### config.mk
export PLATFORM = sky130hd
export DESIGN_NAME = alu_sequencer
export DESIGN_NICKNAME = d
export VERILOG_FILES = /design/src/rtl/alu_sequencer.sv
export SDC_FILE = /design/constraint.sdc
export NUM_CORES = 1
export LEC_CHECK = 0
export CORE_MARGIN = 1
export CORE_UTILIZATION = 39
export CTS_BUF_LIST = sky130_fd_sc_hd__clkbuf_4 sky130_fd_sc_hd__clkbuf_8
export DETAILED_ROUTE_END_ITERATION = 8
export PLACE_DENSITY = 0.79
export SLEW_MARGIN = 30
export SYNTH_ARGS = -nofsm -noshare
export SYNTH_HDL_FRONTEND = slang
export SYNTH_SLANG_ARGS = --single-unit
### constraint.sdc
create_clock -name clk -period 1.8 [get_ports clk]
set_clock_uncertainty 0.05 [all_clocks]
set_input_delay 0.18 -clock clk [delete_from_list [all_inputs] [get_ports clk]]
set_output_delay 0.18 -clock clk [all_outputs]
set_load 0.005 [all_outputs]
### src/rtl/alu_sequencer.sv
// alu_sequencer: decodes packed instructions into ALU/regfile controls and returns result records
module alu_sequencer #(
    parameter int DATA_W      = 32,
    parameter int CNT_W       = 16,
    parameter bit STOP_ON_OVF = 1'b1
) (
    input  logic              clk,
    input  logic              rst,
    input  logic              in_valid,
    input  logic [8:0]        in_instr,
    output logic              in_ready,
    output logic [2:0]        alu_control,
    output logic [1:0]        addr1,
    output logic [1:0]        addr2,
    output logic [1:0]        addr3,
    output logic              wr,
    input  logic [DATA_W-1:0] alu_result,
    input  logic              overflow,
    input  logic              carry,
    output logic              out_valid,
    output logic [DATA_W-1:0] out_result,
    output logic              out_ovf,
    output logic              out_carry,
    input  logic              out_ready,
    output logic              halted,
    input  logic              clr_halt,
    output logic [CNT_W-1:0]  instr_count
);
    typedef enum logic [2:0] {IDLE, EXEC, COMMIT, RESP, HALT} state_t;
    state_t state_q, state_d;
    logic [2:0] ctl_q, ctl_d;
    logic [1:0] a1_q, a1_d, a2_q, a2_d, a3_q, a3_d;
    logic [DATA_W-1:0] res_q, res_d;
    logic ovf_q, ovf_d, car_q, car_d, vld_q, vld_d;
    logic [CNT_W-1:0] cnt_q, cnt_d;
    logic stop;
    assign stop = STOP_ON_OVF && overflow;
    // next-state, instruction latch, result capture and retire counting
    always_comb begin
        state_d = state_q;
        ctl_d   = ctl_q;
        a1_d    = a1_q;
        a2_d    = a2_q;
        a3_d    = a3_q;
        res_d   = res_q;
        ovf_d   = ovf_q;
        car_d   = car_q;
        vld_d   = vld_q;
        cnt_d   = cnt_q;
        case (state_q)
            IDLE: if (in_valid) begin
                state_d = EXEC;
                ctl_d   = in_instr[8:6];
                a3_d    = in_instr[5:4];
                a1_d    = in_instr[3:2];
                a2_d    = in_instr[1:0];
            end
            EXEC: begin
                res_d   = alu_result;
                ovf_d   = overflow;
                car_d   = carry;
                vld_d   = stop;
                state_d = stop ? HALT : COMMIT;
            end
            COMMIT: begin
                vld_d   = 1'b1;
                state_d = RESP;
            end
            RESP: if (out_ready) begin
                vld_d   = 1'b0;
                cnt_d   = cnt_q + 1'b1;
                state_d = IDLE;
            end
            HALT: begin
                vld_d   = vld_q && !out_ready;
                cnt_d   = (vld_q && out_ready) ? cnt_q + 1'b1 : cnt_q;
                state_d = (clr_halt && (!vld_q || out_ready)) ? IDLE : HALT;
            end
            default: state_d = IDLE;
        endcase
    end
    // state and output registers with synchronous reset
    always_ff @(posedge clk) begin
        if (rst) begin
            state_q <= IDLE;
            ctl_q   <= '0;
            a1_q    <= '0;
            a2_q    <= '0;
            a3_q    <= '0;
            res_q   <= '0;
            ovf_q   <= 1'b0;
            car_q   <= 1'b0;
            vld_q   <= 1'b0;
            cnt_q   <= '0;
        end else begin
            state_q <= state_d;
            ctl_q   <= ctl_d;
            a1_q    <= a1_d;
            a2_q    <= a2_d;
            a3_q    <= a3_d;
            res_q   <= res_d;
            ovf_q   <= ovf_d;
            car_q   <= car_d;
            vld_q   <= vld_d;
            cnt_q   <= cnt_d;
        end
    end
    // a reset landing on the COMMIT cycle aborts the write on that same edge
    assign wr          = (state_q == COMMIT) && !rst;
    assign in_ready    = state_q == IDLE;
    assign halted      = state_q == HALT;
    assign alu_control = ctl_q;
    assign addr1       = a1_q;
    assign addr2       = a2_q;
    assign addr3       = a3_q;
    assign out_valid   = vld_q;
    assign out_result  = res_q;
    assign out_ovf     = ovf_q;
    assign out_carry   = car_q;
    assign instr_count = cnt_q;
endmodule

After elaboration in Yosys (flattened, before gate mapping)
Cells that the tools add are included.
{ "op_classes": {"muxes": 10, "shift": 0, "div_mod_pow": 0, "bitwise_logic": 0, "n_eq_ne": 7, "n_addsub": 1, "multipliers": 0, "reduce_logical": 15, "n_lt_le_gt_ge": 0} }
{ "ops": {"columns": ["cell", "count"], "rows": [
  ["two-way mux 16 bit", 2],
  ["one-hot mux 16 bit (2 select lines)", 1],
  ["adder 16 x 1 -> 16 bit (second input constant)", 1],
  ["one-hot mux 3 bit (5 select lines)", 1],
  ["two-way mux 3 bit", 4],
  ["equality test 3 x 2 -> 1 bit (second input constant)", 2],
  ["AND reduction 2 bit", 3],
  ["logical AND 1 bit", 4],
  ["inequality test 2 bit (second input constant)", 2],
  ["one-hot mux 1 bit (4 select lines)", 1],
  ["nonzero test 4 bit", 1],
  ["equality test 3 x 1 -> 1 bit (second input constant)", 1],
  ["equality test 3 bit (second input constant)", 1],
  ["logical NOT 1 bit", 3],
  ["logical NOT 3 bit", 1],
  ["AND reduction 3 bit", 1],
  ["inequality test 2 x 1 -> 1 bit (second input constant)", 1],
  ["nonzero test 2 bit", 1],
  ["logical OR 1 bit", 1],
  ["two-way mux 1 bit", 1]
]} }
{ "totals": {"mem_bits_rw": 0, "memories": 0, "latch_bits": 0, "out_inout_bits": 63, "inputBits": 48, "romBits": 0, "regBits": 63} }

Logic depth before layout (Yosys ltp)
Gate-level depths: netlist of the first run.
{ "depth": {"depth_word": 5, "ltp_mapped": 7, "depth_no_buf": 5} }

Worst setup path after synthesis of the first run
OpenSTA, ideal clock, no wires.
{ "synth_path": {"kind": "register to register", "startpoint": "register cnt_q[0], in the netlist instr_count[0]", "endpoint": "register cnt_q[12], in the netlist instr_count[12]", "period_less_slack_ns": 1.710, "setup_ns": 0.070, "setup_slack_ns": 0.090, "path_buffers": 0, "t_arrival_ns": 1.590, "path_stages_with_launch": 6, "cell_sequence": "dfxtp_1 ha_1 nand4_1 a211oi_2 or4b_1 a21oi_1"} }
{ "synth_via": {"elab_chain_len": 3, "word_cells_on_any_way": 4, "cone_classes": "add/sub: 1; mux: 3"} }
{ "synth_lines": {"columns": ["item", "line_no", "source"], "rows": [
  ["from (decl)", "35", "logic [CNT_W-1:0] cnt_q, cnt_d;"],
  ["from (signal assigned)", "105", "cnt_q <= cnt_d;"],
  ["adder 16 x 1 -> 16 bit (*)", "71, 76", null],
  ["two-way mux 16 bit (on tied branches)", "76, 69", null],
  ["one-hot mux 16 bit (2 select lines) (*)", "50", "case (state_q)"]
]} }
Mark *: on every way between the ends. The rest lies on a longest branch, timed or not. The select of a mux whose other input is x is not followed.
A chain may end at the register's enable or synchronous reset.

Worst setup path in the final report of the first run
{ "layout_path": {"startpoint": "register state_q[2]", "endpoint": "register cnt_q[13], in the netlist instr_count[13]"} }
{ "layout_via": {"elab_chain_len": 3, "word_cells_on_any_way": 7, "cone_classes": "eq/ne: 4; mux: 1; reduce/logical: 2"} }
{ "layout_lines": {"columns": ["item", "line_no", "source"], "rows": [
  ["from (decl)", "30", "state_t state_q, state_d;"],
  ["from (signal assigned)", "96", "state_q <= state_d;"],
  ["equality test 3 bit / equality test 3 x 2 -> 1 bit (equally long branches)", "50", null],
  ["inequality test 2 x 1 -> 1 bit (no source line), or another cell as far along", null, null],
  ["AND reduction 3 bit (no source line)", null, null]
]} }
Parallel ways exist; a longest one is shown, timed or not.

==> results by group, run 1 <==
Die
  • Die Width: 82.0 µm
  • Core Region: 6060 µm²
  • Num ports: 111
  • Die Y: 82.0 µm
  • Die Area: 6720 µm²
  • Initial Util: 0.412
  • Row cnt: 28

Setup path
  • Worst endpoint required time: 2.01 ns
  • Crit-path max cell delay: 0.56 ns
  • R2R Path Start: state_q[2]$_SDFFE_PP0P_
  • R2r endpoint: instr_count[13]$_SDFFE_PP0P_
  • Worst R2R Path Depth: 4
  • Crit path cell chain: nand3b_1, a2111o_1, or3_1, a21oi_1
  • Worst-path fanout max: 8
  • Setup crit start kind: flop
  • Worst setup EP type: flop
  • CP Class: reg2reg
  • Data arrival, critical path: 1.99 ns
  • Slowest-stage cell, CP: a2111o_1
  • Worst reg2reg setup slack: 0.02 ns

Clocking
  • Clk_lat worst skew: 0.34 ns
  • Clk buf depth: 2
  • CTS Buf Count: 9
  • CTS Root Cell: clkbuf_8
  • TritonCTS clock tree: yes
  • CTS Sinks: 63
  • Hold Buf Count CTS: 0
  • Worst-path clk slew: 0.07 ns
  • H-tree levels: 3

Power and ir drop
  • PwrDens: 779 nW/µm²
  • Leakage power: 0.00145 µW
  • Peak supply drop: 678 µV

Synth
  • Syn Std Cell Area: 2490 µm²
  • Post-synthesis cell count: 308
  • FF+latch count, synth: 63
  • Syn Nets: 357
  • FFs w/ async S/R, synth: 0
  • Synth warnings: 0
  • Part of the Yosys area used for sequential elements: 0.506
  • EDFF count, synth: 0
  • Netlist cell types: 43
  • Most common flop cell mapped by yosys: dfxtp_1
  • Mapped Avg Cell Area: 8.10 µm²

Placement
  • GP Congestion: 0.807
  • DP Area: 3770 µm²
  • Port buffer count: 110
  • Hpwl dp: 4590 µm

Finish
  • Nets: 484
  • End-of-flow core utilization: 0.665
  • Fill cell count: 505
  • Layout cells sized above 1: 0.132
  • Final instance area: 4030 µm²
  • Layout Area Growth over Synthesis: 61.5%
  • Antenna diodes: 0

Min path
  • Worst Hold End: out_result[17]$_SDFFE_PP0N_
  • Hold Path Class: in2reg
  • Hold Path Stages: 3
  • Worst hold start: alu_result[17]

Drt
  • 1st-iter DRT viols: 115
  • Routed vias/inst: 4.93
  • WL final: 6580 µm
  • First-pass DRT Iterations: 4
  • Final ANT Viol Nets: 0
  • DRC Markers: 0
  • Via Count: 2539
  • Drt wl/cell: 12.8 µm

Global routing
  • Initial antenna violation count: 0
  • First-pass GRT wire length: 10300 µm
  • Pin count of the biggest net entering global routing: 65
  • Global-route usage over all layers: 0.202
  • Total grt overflow: 0
  • Vias in the first global route: 2334

Status
  • Status: finished, final reports clean

STA
  • Worst slew pin tran: 0.677 ns
  • Final period util: 0.989
  • Crit path time final: 1.78 ns
  • Final Hold Viols: 0
  • Endpoints failing setup: 0
  • Max Slew Vio Count: 0
  • Worst slew margin: 0.549
  • Fmax: 0.562 GHz

Flow run
  • Max Cap Viol: 0
[cell usage in the layout, fill, tap and decap left out, types with 5 or more instances in the layout]
master           netlist  final
a21oi_1               56     54
o21ai_0                5      5
nand2_1               92     92
clkbuf_8               0     11
dfxtp_1               63     58
clkdlybuf4s50_1        0    106
nor2_1                14     13
inv_1                  5      5
buf_4                  0     25
xnor2_1                5      5
[cell families (layout without fill, tap and decap cells)]
group / after synthesis / count (layout) / synth area share
AOI/OAI and AO/OA: 75 / 75 / 0.168
xor gates and xnor gates: 7 / 7 / 0.0246
adders and majority gates: 1 / 1 / 0.00501
buffers and inverters: 24 / 156 / 0.0391
DFF: 63 / 63 / 0.506
muxes: 2 / 2 / 0.00853
and+or+nand+nor: 136 / 136 / 0.249
[flip-flops by register name, summed over array words and instances (netlist names)]
| signal | cells |
|---|---|
| out_result | 32 |
| instr_count | 16 |
| alu_control | 3 |
| state_q | 3 |
| addr1 | 2 |
| addr2 | 2 |
| addr3 | 2 |
| out_carry | 1 |
| out_ovf | 1 |
| out_valid | 1 |
[power breakdown]
part | leakage (µW) | internal [µW] | switching (µW) | total (µW)
sequential | 0.000516 | 1460 | 42.1 | 1510
combinational | 0.000836 | 288 | 211 | 498
clock | 0.0000963 | 601 | 533 | 1130
total | 0.00145 | 2350 | 786 | 3140
[metrics by stage]
stage,hold slack [ns],total power [µW],std cells,setup slack (ns),TNS (ns)
after floorplan,0.266,1730,308,0.0897,0
after global placement,0.391,2020,495,-0.0538,-0.225
after detailed placement,0.396,2030,495,-0.112,-0.456
after CTS,0.322,3170,511,0.00986,0
after global routing,0.331,3290,515,-0.0565,-0.324
final,0.336,3140,515,0.0198,0
[critical path: cells and delay by family, from the launching register on]
family / cells / cell delay (ns)
DFF: 1 / 0.35
and+or+nand+nor: 2 / 0.60
AOI/OAI and AO/OA: 2 / 0.72
[how the worst max path moves through the flow]
stage / startpoint / to / slack (ns) / cells past startpoint
after floorplan: instr_count[0]$_SDFFE_PP0P_ / instr_count[12]$_SDFFE_PP0P_ / 0.09 / 5
after global placement: out_ready / instr_count[9]$_SDFFE_PP0P_ / -0.05 / 5
final: state_q[2]$_SDFFE_PP0P_ / instr_count[13]$_SDFFE_PP0P_ / 0.02 / 4
after global routing: state_q[0]$_SDFFE_PP0P_ / instr_count[11]$_SDFFE_PP0P_ / -0.06 / 4
after detailed placement: out_ready / instr_count[9]$_SDFFE_PP0P_ / -0.11 / 5
after CTS: out_valid$_SDFFE_PP0P_ / instr_count[13]$_SDFFE_PP0P_ / 0.01 / 4
[synthesized netlist by cell type (4+ instances only)]
| master | count | area [µm²] |
|---|---|---|
| o21ai_0 | 5 | 25.0 |
| or3_1 | 4 | 25.0 |
| dfxtp_1 | 63 | 1260 |
| nor2_1 | 14 | 52.6 |
| inv_1 | 5 | 18.8 |
| nand4_1 | 4 | 25.0 |
| nand2_1 | 92 | 345 |
| buf_2 | 6 | 30.0 |
| nor3_1 | 4 | 20.0 |
| xnor2_1 | 5 | 43.8 |
| clkbuf_1 | 13 | 48.8 |
| a21oi_1 | 56 | 280 |
[final cells by class]
type	count	area, µm²	share of cell area
repair buffers	135	1280	0.318
inverters	5	18.8	0.00466
flip-flops and latches	63	1270	0.316
clock buffers	13	166	0.0413
well taps	75	93.8	0.0233
multi-input cells	221	1180	0.293
clock inverters	3	17.5	0.00435
[metal layers]
metal | up-vias | GRT usage | wire [µm]
li1 | 1299 | - | -
met1 | 1145 | 0.232 | 2770
met2 | 84 | 0.306 | 3090
met3 | 11 | 0.122 | 655
met4 | 0 | 0.0772 | 68
met5 | - | 0 | 0
[timing repair]
item	CTS	global route
endpoints found under the setup margin	3	26
buffers inserted	0	4
gates resized for setup	7	12
pin swaps	0	5
(Power assumes the default switching activity.)
==> run 2: changes to the inputs <==
HOLD_SLACK_MARGIN = 0.1   (was unset)
==> results of run 2 <==
Same layout as run 1: the final DEF is identical, and so are final timing and power.
